`src/rtl/multu_unit.sv`:
```
// multu_unit: 32-cycle radix-2 shift-add unsigned multiplier with HI/LO.
// Also services MTHI/MTLO writes and drives busy/stall to the pipeline.
//
// Ports:
//   clk, rst         rising-edge clock, synchronous active-high reset
//   start            issue MULTU (sampled with opa/opb)
//   opa, opb         multiplicand (rs) and multiplier (rt)
//   hi_we, lo_we     MTHI/MTLO write strobes, data on wdata
//   busy             registered, high while iterating
//   stall            busy | start, freezes IF/ID
//   done             registered one-cycle completion pulse
//   hi, lo           architectural HI/LO registers
module multu_unit #(
    parameter int WIDTH = 32,
    parameter int CNT_W = 6
) (
    input  logic             clk,
    input  logic             rst,
    input  logic             start,
    input  logic [WIDTH-1:0] opa,
    input  logic [WIDTH-1:0] opb,
    input  logic             hi_we,
    input  logic             lo_we,
    input  logic [WIDTH-1:0] wdata,
    output logic             busy,
    output logic             stall,
    output logic             done,
    output logic [WIDTH-1:0] hi,
    output logic [WIDTH-1:0] lo
);

    typedef enum logic {
        S_IDLE,
        S_BUSY
    } state_t;

    state_t             state_q, state_d;
    logic               busy_q, busy_d;
    logic               done_q, done_d;
    logic [CNT_W-1:0]   count_q, count_d;
    logic [WIDTH-1:0]   mcand_q, mcand_d;
    logic [WIDTH-1:0]   hi_q, hi_d;
    logic [WIDTH-1:0]   lo_q, lo_d;
    logic [2*WIDTH:0]   acc_q, acc_d;

    logic [WIDTH:0]     upper_sum;
    logic [2*WIDTH:0]   acc_step;
    logic               last_iter;

    always_comb begin
        // Upper half plus optional multiplicand; the extra bit keeps
        // the carry so the following shift never loses it.
        upper_sum = acc_q[2*WIDTH:WIDTH]
                  + (acc_q[0] ? {1'b0, mcand_q} : {(WIDTH+1){1'b0}});
        acc_step  = {1'b0, upper_sum, acc_q[WIDTH-1:1]};
        last_iter = (count_q == CNT_W'(WIDTH - 1));

        state_d = state_q;
        busy_d  = busy_q;
        done_d  = 1'b0;
        count_d = count_q;
        mcand_d = mcand_q;
        hi_d    = hi_q;
        lo_d    = lo_q;
        acc_d   = acc_q;

        unique case (state_q)
            S_IDLE: begin
                if (start) begin
                    // start wins over a coincident MTHI/MTLO
                    state_d = S_BUSY;
                    busy_d  = 1'b1;
                    mcand_d = opa;
                    acc_d   = {{(WIDTH+1){1'b0}}, opb};
                    count_d = '0;
                end else begin
                    if (hi_we) hi_d = wdata;
                    if (lo_we) lo_d = wdata;
                end
            end
            S_BUSY: begin
                acc_d   = acc_step;
                count_d = count_q + CNT_W'(1);
                if (last_iter) begin
                    state_d = S_IDLE;
                    busy_d  = 1'b0;
                    done_d  = 1'b1;
                    hi_d    = acc_step[2*WIDTH-1:WIDTH];
                    lo_d    = acc_step[WIDTH-1:0];
                end
            end
            default: begin
                state_d = S_IDLE;
                busy_d  = 1'b0;
            end
        endcase
    end

    always_ff @(posedge clk) begin
        if (rst) begin
            state_q <= S_IDLE;
            busy_q  <= 1'b0;
            done_q  <= 1'b0;
            count_q <= '0;
            mcand_q <= '0;
            hi_q    <= '0;
            lo_q    <= '0;
            acc_q   <= '0;
        end else begin
            state_q <= state_d;
            busy_q  <= busy_d;
            done_q  <= done_d;
            count_q <= count_d;
            mcand_q <= mcand_d;
            hi_q    <= hi_d;
            lo_q    <= lo_d;
            acc_q   <= acc_d;
        end
    end

    assign busy  = busy_q;
    assign stall = busy_q | start;
    assign done  = done_q;
    assign hi    = hi_q;
    assign lo    = lo_q;

endmodule

```
`config.mk`:
```
export PLATFORM = sky130hd
export DESIGN_NAME = multu_unit
export DESIGN_NICKNAME = d
export VERILOG_FILES = /design/src/rtl/multu_unit.sv
export SDC_FILE = /design/constraint.sdc
export NUM_CORES = 1
export LEC_CHECK = 0
export ABC_CLOCK_PERIOD_IN_PS = 3600
export CAP_MARGIN = 20
export CORE_ASPECT_RATIO = 1.2
export CORE_UTILIZATION = 40
export DETAILED_ROUTE_END_ITERATION = 12
export PLACE_DENSITY = 0.69
export SLEW_MARGIN = 20
export SYNTH_ARGS = -nofsm -noshare
export SYNTH_HDL_FRONTEND = slang
export SYNTH_SLANG_ARGS = --single-unit
```
`constraint.sdc`:
```
create_clock -name clk -period 3.6 [get_ports clk]
set_input_delay 1.08 -clock clk [delete_from_list [all_inputs] [get_ports clk]]
set_output_delay 1.08 -clock clk [all_outputs]
set_load 0.1 [all_outputs]
```
==> summary.md <==
| Metric | Value |
|---|---|
| Final Cycle Share | ~87% |
| Relative slew slack | 52.2% |
| Largest net degree at the start of global routing | 64 |
| Final Wtd Congestion | approximately 0.9 |
| First-pass GRT wire length | 38,500 µm |
| Slowest Stage Delay on Critical Path | 420 ps |
| Die height | between 150 and 200 µm |
| # diodes | 0 |
| Synthesized area per cell | 8.23 µm² |
| Num CTS Buffers | 17 |
| Sw Share | 31.1% |
| WP data required | 3920 ps |
| Via count | just under 8,000 |
| Share of post-route cells with drive strength above 1 | between 10% and 20% |
| Net Count, Synth | 1,189 |
| Worst-path clk slew | 70 ps |
| Depth of the worst register-to-register path | 11 |
| Clock Power Share | 39.4% |
| Tot GR Track Use | 22.2% |
| H-tree depth | 4 |
| Yosys cell types | between 70 and 80 |
| # IOs | 168 |
| Mapped Area | approximately 8700 µm² |
| Leak | 4.60 nW |
| Run status | finished clean |
| Clock Path Buffers | 2 |
| Sequential fraction of the synthesis area | between 30% and 40% |
| Initial DRC count | 541 |
| Hold path startpoint | mcand_q[23] |
| Post-DRT Antenna Nets | 0 |
| Initial antenna violation count | 0 |
| Hold WS | 452 ps |
| Reg-to-Reg Start | acc_q[0] |
| Area Growth Syn to Fin | 27.0% |
| Final WL | 24,400 µm |
| CTS tree | done |
| Share of total power in sequential cells | about two fifths |
| Pin slew with the least headroom to its limit | 717 ps |
| Area leader, netlist | dfxtp_1 |
| Gate Count Post-Synth | 1,054 |
| Critical R2R Capture | hi[31] |
| DP Worst Slack | 296 ps |
| Core Box Area | approximately 21,000 µm² |
| Minimum clock period | 3120 ps |
| Root Buffer Master | clkbuf_16 |
| Top-count cell post-synth | dfxtp_1 |
| Total Nets Final | 1,328 |
| Starting density of the core | 41.1% |
| Crit path cell chain | and2_1, ha_1, fa_1, a21o_1, a221oi_2, nor3_2, o21ai_1, a21oi_1, nand2b_1, a221o_1, a211o_1 |
| Initial DRT Pass Iterations | 8 |
| GRT overflow | 0 |
| Peak supply drop | approximately 0.30 mV |
| Setup WS post-layout | between 400 and 500 ps |
| Max Fclk | 320 MHz |
| Synth top area share | 39.0% |
| Post-synth top flop | dfxtp_1 |
| Worst-path maximum fanout | 20 |
| Drt drc | 0 |
| FF+latch count, synth | roughly 170 |
| Maximum Capacitance Violations | 0 |
| Pint | 3.37 mW |
| R2r setup slk | 480 ps |
| Hold path endpoint | mcand_q[23] |
| Pins Over Slew Limit | 0 |
| Number of global-route vias before repair | 7,303 |
| Highest-delay cell along the critical path | dfxtp_2 |
| Synth area leaders | dfxtp_1, nand2_1, a21oi_1 |
| Logic pwr share | about a fifth |
| Setup violators final | 0 |
| IO buf count | 167 |
| RSZ-0062 raised after global routing | false |
| Die footprint | between 20,000 and 25,000 µm² |
| Avg WL per Cell | approximately 17 µm |
| Net load switching power | ~1.5 mW |
| Pwr dens | 443 nW/µm² |
| Area after DPL | 10,400 µm² |
| Synth cell count leaders | dfxtp_1, nand2_1, a21oi_1 |
| Hold Fails Final Rpt | 0 |
| HP Class | flop to flop |
| CP Capture Type | flop |
| Detailed Place HPWL | 17,800 µm |
| Ys Warns | 0 |
| Die width | roughly 140 µm |
| Setup_tns | 0 ps |
| Crit path kind | flop to flop |
| Tot Pwr | between 4 and 5 mW |
| CTS Sinks | 169 |
| Vias per Instance | 5.35 |
| Hold Path Depth | 2 |
| Worst Skew | 12.3 ps |
| Setup crit start kind | flop |
| Asr flop ratio synth | 0% |
| EDFF count, synth | 0 |
| Final Instance Area | about 11,000 µm² |
| Critical Path AT | roughly 3400 ps |
| # rows | 58 |
| Clock Latency Late Sink | approximately 430 ps |
[power groups by stage]
stage / registers, mW / logic (mW) / clock network (mW)
floorplan: 2.40 / 0.307 / 0
global placement: 2.07 / 0.923 / 0
detailed placement: 2.07 / 0.928 / 0
CTS: 2.03 / 0.930 / 1.96
global route: 2.04 / 0.984 / 2.03
finish: 2.03 / 0.928 / 1.92
[per-stage QoR]
stage / instances / util (%)
2_1_floorplan: 1054 / -
3_3_place_gp: 1444 / 49.3
3_5_place_dp: 1444 / 49.3
4_1_cts: 1476 / 52.2
5_1_grt: 1476 / 52.2
6_report: 1476 / 52.2
[routing by layer]
layer / up-vias / share of wire [%] / GRT usage (%) / wire length, µm
met1: 3618 / 48 / 30.4 / 11600
met5: - / 0 / 0 / 0
met4: 0 / 1.6 / 6.97 / 397
li1: 4023 / - / - / -
met2: 228 / 46 / 35.5 / 11200
met3: 30 / 4.9 / 3.29 / 1190
[cell type report]
cell class                      instances  area [µm²]
Fill cell                            2080       10100
Multi-Input combinational cell        797        4900
Sequential cell                       169        3390
Timing Repair Buffer                  194        1720
Clock buffer                           17         425
Tap cell                              270         338
Clock inverter                         15         190
Inverter                               14        52.6
[cells in the final DEF, fill, tap and decap left out, drive strengths merged, types with 3 or more instances in the layout]
cell	count
a31oi	25
ha	33
a211oi	19
a21oi	104
a2111oi	3
nand3b	6
xor2	8
nor3	13
nor2b	9
nor2	80
o31ai	3
buf	96
o21bai	4
clkbuf	17
a221oi	6
inv	19
nand3	13
nand4	10
clkinv	5
a211o	3
clkdlybuf4s50	98
and3	7
xnor2	13
a21o	16
or3	6
bufinv	3
a311oi	23
o21a	3
and2	57
dfxtp	169
and4	3
nand2	157
nand2b	25
o211ai	3
mux2i	41
o21ai	71
[registers in the layout, indices dropped and copies added (netlist names)]
name	flops
acc_q	64
state_q	1
count_q	6
done	1
busy	1
lo	32
hi	32
mcand_q	32
[kinds of logic (layout without fill, tap and decap cells)]
logic type | Yosys count | after routing | share of synthesized area, %
flip-flops | 169 | 169 | 39.0
buffers and inverters | 88 | 240 | 4.57
adder cells (fa/ha/maj) | 34 | 34 | 4.99
AO/OA/AOI/OAI | 303 | 303 | 22.4
XOR/XNOR | 21 | 21 | 2.21
AND/OR/NAND/NOR | 397 | 397 | 22.0
multiplexers | 42 | 42 | 4.86
[worst max path at each step]
stage          depth (start not counted)  slack (ps)      from  endpoint
6_report                              11         480  acc_q[0]    hi[31]
5_1_grt                                9         210  acc_q[0]    hi[24]
4_1_cts                                9         250  acc_q[0]    hi[24]
3_5_place_dp                           9         300  acc_q[0]    hi[24]
3_3_place_gp                           9         360  acc_q[0]    hi[24]
2_1_floorplan                          3         130     start     stall
[critical path: cells and delay by family (launching register included)]
kind | cells | cell delay, ps
AO/OA/AOI/OAI | 6 | 1430
adder cells (fa/ha/maj) | 2 | 600
AND/OR/NAND/NOR | 3 | 540
flip-flops | 1 | 420
[what timing repair did]
item | in CTS | in global routing
setup endpoints to repair | 0 | 3
hold buffers | 0 | 0
buffers inserted | 0 | 0
gates resized for setup | 0 | 2
endpoints found under the hold margin | 0 | 0
Power figures use the tool's default switching activity.
